### config.mk
export PLATFORM = sky130hd
export DESIGN_NAME = food_flat
export DESIGN_NICKNAME = d
export VERILOG_FILES = /design/src/rtl/food_if.sv /design/src/rtl/food.sv /design/src/flat_wrapper.sv
export SDC_FILE = /design/constraint.sdc
export NUM_CORES = 1
export LEC_CHECK = 0
export ABC_AREA = 0
export CAP_MARGIN = 10
export CORE_AREA = 2 2 67 82
export DETAILED_ROUTE_END_ITERATION = 6
export DIE_AREA = 0 0 69 84
export GPL_TIMING_DRIVEN = 0
export PLACE_DENSITY = 0.71
export SYNTH_ARGS = -nofsm -noshare
export SYNTH_HDL_FRONTEND = slang
export SYNTH_SLANG_ARGS = --single-unit
### constraint.sdc
create_clock -name clk -period 3.5 [get_ports clk]
set_clock_uncertainty 0.05 [all_clocks]
set_input_delay 0.875 -clock clk [delete_from_list [all_inputs] [get_ports clk]]
set_output_delay 0.875 -clock clk [all_outputs]
set_load 0.01 [all_outputs]
### src/rtl/food_if.sv
// Snake-side bus of the food block: body scan in, food/eat/score out.
// The food block takes the slave modport; the snake/driver side takes master.
interface food_if;
  logic [4:0] i_pos_x;
  logic [3:0] i_pos_y;
  logic       i_pos_valid;
  logic       i_pos_first;
  logic       i_tick_done;
  logic       i_failure;
  logic       o_eat;
  logic [4:0] o_food_x;
  logic [3:0] o_food_y;
  logic       o_food_valid;
  logic [7:0] o_score;

  modport slave (
    input  i_pos_x, i_pos_y, i_pos_valid, i_pos_first, i_tick_done, i_failure,
    output o_eat, o_food_x, o_food_y, o_food_valid, o_score
  );

  modport master (
    output i_pos_x, i_pos_y, i_pos_valid, i_pos_first, i_tick_done, i_failure,
    input  o_eat, o_food_x, o_food_y, o_food_valid, o_score
  );
endinterface

### src/rtl/food.sv
// Food placement for the snake game: an LFSR picks a candidate cell, a full body
// scan rejects candidates under the snake, and a head hit on the food raises o_eat.
module food #(
  parameter int          GAME_WIDTH  = 20,
  parameter int          GAME_HEIGHT = 12,
  parameter logic [15:0] LFSR_SEED   = 16'hACE1
) (
  input logic   clk,
  input logic   rst,
  food_if.slave bus
);

  localparam logic [15:0] SEED = (LFSR_SEED == 16'h0000) ? 16'h0001 : LFSR_SEED;
  localparam logic [4:0]  W_X  = 5'(GAME_WIDTH);
  localparam logic [3:0]  W_Y  = 4'(GAME_HEIGHT);

  typedef enum logic [1:0] {
    ST_PLACE  = 2'd0,
    ST_ACTIVE = 2'd1,
    ST_HALT   = 2'd2
  } state_t;

  // Fold the raw LFSR field into 1..N; the field is always below 2*N.
  function automatic logic [4:0] map_x(input logic [4:0] v);
    logic [4:0] r;
    if (v < W_X) r = v + 5'd1;
    else         r = v - W_X + 5'd1;
    return r;
  endfunction

  function automatic logic [3:0] map_y(input logic [3:0] v);
    logic [3:0] r;
    if (v < W_Y) r = v + 4'd1;
    else         r = v - W_Y + 4'd1;
    return r;
  endfunction

  state_t     r_state;
  state_t     w_state_next;
  logic [15:0] r_lfsr;
  logic [15:0] w_lfsr_next;
  logic       r_scanning, w_scanning_next;
  logic       r_conflict, w_conflict_next;
  logic [4:0] r_food_x, w_food_x_next;
  logic [3:0] r_food_y, w_food_y_next;
  logic       r_food_valid, w_food_valid_next;
  logic       r_eat, w_eat_next;
  logic [7:0] r_score, w_score_next;

  logic [4:0] w_cand_x;
  logic [3:0] w_cand_y;
  logic       w_head;
  logic       w_on_food;
  logic       w_on_cand;
  logic       w_body_hit;

  assign w_lfsr_next = {r_lfsr[14:0], r_lfsr[15] ^ r_lfsr[13] ^ r_lfsr[12] ^ r_lfsr[10]};
  assign w_cand_x    = map_x(r_lfsr[4:0]);
  assign w_cand_y    = map_y(r_lfsr[11:8]);
  assign w_head      = bus.i_pos_valid & bus.i_pos_first;
  assign w_on_food   = (bus.i_pos_x == r_food_x) && (bus.i_pos_y == r_food_y);
  assign w_on_cand   = (bus.i_pos_x == w_cand_x) && (bus.i_pos_y == w_cand_y);
  assign w_body_hit  = bus.i_pos_valid & ~bus.i_pos_first & w_on_food;

  always_comb begin
    w_state_next      = r_state;
    w_scanning_next   = r_scanning;
    w_conflict_next   = r_conflict;
    w_food_x_next     = r_food_x;
    w_food_y_next     = r_food_y;
    w_food_valid_next = r_food_valid;
    w_eat_next        = 1'b0;
    w_score_next      = r_score;
    if (bus.i_failure) begin
      w_state_next = ST_HALT;
    end else begin
      case (r_state)
        ST_PLACE: begin
          if (w_head) begin
            w_food_x_next   = w_cand_x;
            w_food_y_next   = w_cand_y;
            w_scanning_next = 1'b1;
            w_conflict_next = w_on_cand;
          end else if (r_scanning && bus.i_tick_done) begin
            // A body cell landing on the food in the final cycle still counts.
            w_scanning_next = 1'b0;
            w_conflict_next = 1'b0;
            if (!(r_conflict || w_body_hit)) begin
              w_state_next      = ST_ACTIVE;
              w_food_valid_next = 1'b1;
            end else begin
              w_state_next = ST_PLACE;
            end
          end else if (r_scanning && w_body_hit) begin
            w_conflict_next = 1'b1;
          end else begin
            w_conflict_next = r_conflict;
          end
        end
        ST_ACTIVE: begin
          if (w_head && w_on_food) begin
            w_eat_next        = 1'b1;
            w_score_next      = (r_score == 8'hFF) ? 8'hFF : r_score + 8'd1;
            w_food_valid_next = 1'b0;
            w_state_next      = ST_PLACE;
          end else begin
            w_state_next = ST_ACTIVE;
          end
        end
        ST_HALT: begin
          w_state_next = ST_HALT;
        end
        default: begin
          w_state_next      = ST_PLACE;
          w_scanning_next   = 1'b0;
          w_conflict_next   = 1'b0;
          w_food_valid_next = 1'b0;
        end
      endcase
    end
  end

  always_ff @(posedge clk or posedge rst) begin
    if (rst) begin
      r_lfsr       <= SEED;
      r_state      <= ST_PLACE;
      r_scanning   <= 1'b0;
      r_conflict   <= 1'b0;
      r_food_x     <= 5'd0;
      r_food_y     <= 4'd0;
      r_food_valid <= 1'b0;
      r_eat        <= 1'b0;
      r_score      <= 8'd0;
    end else begin
      r_lfsr       <= w_lfsr_next;
      r_state      <= w_state_next;
      r_scanning   <= w_scanning_next;
      r_conflict   <= w_conflict_next;
      r_food_x     <= w_food_x_next;
      r_food_y     <= w_food_y_next;
      r_food_valid <= w_food_valid_next;
      r_eat        <= w_eat_next;
      r_score      <= w_score_next;
    end
  end

  assign bus.o_eat        = r_eat;
  assign bus.o_food_x     = r_food_x;
  assign bus.o_food_y     = r_food_y;
  assign bus.o_food_valid = r_food_valid;
  assign bus.o_score      = r_score;

endmodule

### src/flat_wrapper.sv
// flat-port wrapper written by rule: the top's interface ports become plain ports
module food_flat 
#(
  parameter int          GAME_WIDTH  = 20,
  parameter int          GAME_HEIGHT = 12,
  parameter logic [15:0] LFSR_SEED   = 16'hACE1
)
  (clk, rst, bus_i_pos_x, bus_i_pos_y, bus_i_pos_valid, bus_i_pos_first, bus_i_tick_done, bus_i_failure, bus_o_eat, bus_o_food_x, bus_o_food_y, bus_o_food_valid, bus_o_score);
  food_if bus_i ();
  input logic clk;
  input logic rst;
  input wire logic [$bits(bus_i.i_pos_x)-1:0] bus_i_pos_x;
  input wire logic [$bits(bus_i.i_pos_y)-1:0] bus_i_pos_y;
  input wire logic [$bits(bus_i.i_pos_valid)-1:0] bus_i_pos_valid;
  input wire logic [$bits(bus_i.i_pos_first)-1:0] bus_i_pos_first;
  input wire logic [$bits(bus_i.i_tick_done)-1:0] bus_i_tick_done;
  input wire logic [$bits(bus_i.i_failure)-1:0] bus_i_failure;
  output wire logic [$bits(bus_i.o_eat)-1:0] bus_o_eat;
  output wire logic [$bits(bus_i.o_food_x)-1:0] bus_o_food_x;
  output wire logic [$bits(bus_i.o_food_y)-1:0] bus_o_food_y;
  output wire logic [$bits(bus_i.o_food_valid)-1:0] bus_o_food_valid;
  output wire logic [$bits(bus_i.o_score)-1:0] bus_o_score;
  assign bus_i.i_pos_x = bus_i_pos_x;
  assign bus_i.i_pos_y = bus_i_pos_y;
  assign bus_i.i_pos_valid = bus_i_pos_valid;
  assign bus_i.i_pos_first = bus_i_pos_first;
  assign bus_i.i_tick_done = bus_i_tick_done;
  assign bus_i.i_failure = bus_i_failure;
  assign bus_o_eat = bus_i.o_eat;
  assign bus_o_food_x = bus_i.o_food_x;
  assign bus_o_food_y = bus_i.o_food_y;
  assign bus_o_food_valid = bus_i.o_food_valid;
  assign bus_o_score = bus_i.o_score;
  food #(.GAME_WIDTH(GAME_WIDTH), .GAME_HEIGHT(GAME_HEIGHT), .LFSR_SEED(LFSR_SEED)) u_core (.clk(clk), .rst(rst), .bus(bus_i));
endmodule
After elaboration in Yosys (flattened, before gate mapping)
Cells that the tools add are included.

Logic and storage cells: 81. Register bits: 39. Input port bits: 15.

Bitwise logic cells: 10. Reduce and logical (&&, ||, !) cells: 14. $lt $le $gt $ge: 2. Mux-type cells: 24. Equality and inequality tests: 15. Add/subtract/negate cells: 7.

Operators with widths (number): two-way mux 1 bit (14); AND reduction 3 bit (4); adder 5 x 1 -> 5 bit (second input constant) (2); equality test 5 bit (2); adder 4 x 1 -> 4 bit (second input constant) (2); adder 8 x 1 -> 8 bit (second input constant) (1); equality test 4 bit (2); equality test 8 bit (second input constant) (1); two-way mux 8 bit (1); two-way mux 2 bit (3); case mux 2 bit (3 select lines) (1); AND reduction 6 bit (1); logical AND 1 bit (5); < comparator 5 bit (second input constant) (1); two-way mux 5 bit (1); subtractor 5 bit (second input constant) (1); < comparator 4 bit (second input constant) (1); two-way mux 4 bit (1); inequality test 2 x 1 -> 1 bit (second input constant) (2); inequality test 2 bit (second input constant) (2); inequality test 4 x 1 -> 1 bit (second input constant) (1); inverter 1 bit (4); case mux 1 bit (2 select lines) (2); subtractor 4 bit (second input constant) (1); 12 further kinds (16).

Logic depth before layout (Yosys ltp)
Word-level depth: 9. Gate-level depth with buffers: 8. Mapped depth without buffers: 7.

Worst setup path after synthesis
Ideal clock, no wire load.

Path type: input to register. Start: input port bus_i_pos_y[2]. End: register u_core.r_score[7], in the netlist u_core.bus.o_score[7]. Buffers on the path: 0. Stages on the path: 6. Setup time: 0.124 ns. Arrival time: 2.078 ns. Slack: 1.248 ns. Cells stage by stage: xor2_1 > nor4_2 > and4_1 > and4_4 > nand2_1 > o31a_1.

Cells in the longest elaborated chain, start to end: 4.

Ends and longest elaborated chain: start, declared (RTL line flat_wrapper.sv:13) `input wire logic [$bits(bus_i.i_pos_y)-1:0] bus_i_pos_y;`; equality test 4 bit (RTL line food.sv:61) `assign w_on_food = (bus.i_pos_x == r_food_x) && (bus.i_pos_y == r_food_y);`; logical AND 1 bit (RTL line food.sv:61); logical AND 1 bit (RTL line food.sv:101) `if (w_head && w_on_food) begin`; AND reduction 3 bit (no source line); end signal, assigned (RTL line food.sv:143) `r_score <= w_score_next;`; end, declared (RTL line food.sv:48) `logic [7:0] r_score, w_score_next;`.

No other way between the ends. A chain may end at the register's enable or synchronous reset.

Worst setup path in the final report
Ends and elaborated chain as after synthesis.

==> reports/qor.txt <==
ANT nets after route - 0
Arrival @ worst endpoint - 2.70 ns
Max transition margin - 47.6%
Num ports - 34
Gpl congestion - 0.834
Mapped Area - 1950 um2
Max rail drop VDD - 0.284 mV
Post-cts resize count - 0
Antenna violations before repair - 0
Synth cell types - 43
Synth top area share - 39.7%
Number of port buffers - 33
Area leader, netlist - dfrtp_1
Tmin final - 2.57 ns
Fin Setup TNS - 0 ns
DRC viols - 0
Vias - 1,468
Remaining Overflow, GRT - 0
Layout cells sized above 1 - 11.9%
Clock Tree Buf Depth - 2
Hold crit path type - reg2reg
Final Hold Viols - 0
DR iter-0 viols - 114
Worst setup EP type - register
Period utilization - 73.5%
Clk pin slew, worst setup/hold paths - 0.08 ns
Site row count - 29
# H-tree levels - 2
Critical Path RT - 3.63 ns
CP Class - in2reg
CTS tree - built
Clock Latency Late Sink - 0.29 ns
Die width - 69 um
Routed length per instance - 13.3 um
Pre-antenna DRT Iters - 4
Core box area - 5080 um2
Top post-synthesis cells by area - dfrtp_1 40%, dfstp_2 11%, xor2_1 6.7%, ha_1 4.5%, nand2_1 3.3%
Dpl cells - 280
Ys flop type - dfrtp_1
Pwr per Cell Area - 435 nW/um2
Final nets - 247
DIE HEIGHT - 84 um
Post-synthesis sequential area ratio - 50.4%
GRT Resource Usage Total - 13.9%
Final setup fails - 0
Vias in the first global route - 1,410
Clk sinks - 39
Critical-path maximum fanout - 4
Initial Util - 38.5%
Antenna diode count - 0
Number of buffers created by CTS - 5
Post-synth ARST share - 100%
Worst Tran Pin Value - 0.785 ns
Vias per cell - 5.10
LEAKAGE - 1.10 nW
Post-CTS setup repair buffer count - 0
First-pass GRT wire length - 6600 um
Unrepaired setup endpoints after global routing - false
Post-synth EDFFs - 0
Root Buffer - clkbuf_8
Critical Path Start Type - primary input
Syn nets - 207
Area delta synth->final - 26.6%
DRT Wirelength - 3840 um
Die ar. - 5800 um2
Post-CTS Hold Buffers - 0
Commonest non-fill, non-tap cells in the layout - 33 x clkdlybuf4s50_1, 31 x dfrtp_1, 17 x nand2_1
Post-Syn Instances - 185
Status - completed
Yosys warning total - 0
F_max - 389 MHz
Synthesized area per cell - 10.6 um2
Maxcap violations - 0
Seq cells post-synth - 39
Largest net degree at the start of global routing - 40
DPL Wire Length - 2810 um
Slew Limit Fails - 0
Commonest non-fill, non-tap cell in the layout - clkdlybuf4s50_1
Finished Layout Cells - 288
state kept, by name, indices dropped and copies added, names as in the netlist:
name	flops
u_core.bus.o_score	8
u_core.r_conflict	1
u_core.bus.o_food_x	5
u_core.r_lfsr	16
u_core.bus.o_food_y	4
u_core.r_scanning	1
u_core.r_state	2
u_core.bus.o_eat	1
u_core.bus.o_food_valid	1
cell families (layout without fill, tap and decap cells):
family                     Yosys count  count (layout)  share of synthesized area, %
DFF                                 39              39                          50.4
muxes                                7               7                          3.91
and+or+nand+nor                     59              59                          16.0
AOI/OAI and AO/OA                   37              37                          12.2
adders and majority gates            7               7                          4.48
buffers and inverters               14              55                          3.07
xor gates and xnor gates            22              22                          9.86
cell type report:
| class | instances | area, um2 |
|---|---|---|
| Timing Repair Buffer | 33 | 330 |
| Multi-Input combinational cell | 132 | 908 |
| Sequential cell | 39 | 986 |
| Fill cell | 487 | 2610 |
| Buffer | 2 | 15.0 |
| Inverter | 12 | 45.0 |
| Clock buffer | 5 | 68.8 |
| Clock inverter | 3 | 43.8 |
| Tap cell | 62 | 77.6 |
worst paths after layout:
| path | from | end | slack (ns) | cells past startpoint |
|---|---|---|---|---|
| max in group asynchronous | rst | u_core.r_conflict | 1.90 | 2 |
| hold / removal | u_core.r_lfsr[6] | u_core.r_lfsr[7] | 0.31 | 0 |
| setup / recovery | bus_i_pos_y[2] | u_core.bus.o_score[7] | 0.93 | 7 |
| setup reg to reg | u_core.bus.o_food_y[2] | u_core.bus.o_score[7] | 1.56 | 6 |
| min in group asynchronous | rst | u_core.bus.o_score[7] | 1.00 | 2 |
| hold reg to reg | u_core.r_lfsr[6] | u_core.r_lfsr[7] | 0.31 | 0 |
worst max-delay path: stages:
cell and delay, ns:
clkdlybuf4s50_1 0.46, xor2_1 0.18, nor4_2 0.32, and4_1 0.29, and4_4 0.25, nand2_1 0.05, o31a_1 0.26
through the flow:
step	hold slack, ns	area [um2]	setup WS (ns)	total power, W	util, %
4_1_cts	0.308	2470	0.914	0.00109	48.7
6_report	0.309	2470	0.928	0.00108	48.7
3_3_place_gp	0.286	2360	0.604	0.000704	46.5
3_5_place_dp	0.301	2360	0.604	0.000708	46.5
2_1_floorplan	0.283	1950	1.25	0.000624	-
5_1_grt	0.317	2470	0.859	0.00113	48.7
cells in the mapped netlist, types with 2 or more instances:
cell type   n
nor2b_1     3
o22ai_1     2
mux2i_1     2
nand2_1    17
nand4_1     3
nor2_1      8
nand2b_1    2
xnor2_1     7
mux2_2      5
a31oi_1     5
a21o_1      2
inv_1      12
a21oi_1     6
o21ai_0    10
dfstp_2     8
o21a_1      3
xor2_1     15
nand3b_1    2
and3_1      2
ha_1        7
nor3_1      5
nand3_1     7
o211ai_1    2
dfrtp_1    31
power breakdown:
part | leakage [nW] | internal [W] | switching [W]
sequential | 0.499 | 0.000482 | 0.0000311
clock | 0.0581 | 0.000212 | 0.000164
combinational | 0.544 | 0.0000954 | 0.0000918
routing by layer:
metal / part of all wire (%) / global-route usage [%] / vias up
met1: 45 / 17.4 / 706
met2: 50 / 24.0 / 27
li1: - / - / 731
met4: 0.86 / 3.21 / 0
met3: 3.7 / 3.62 / 4
met5: 0 / 0 / -
Note: power is estimated with default switching activity, not from simulation.
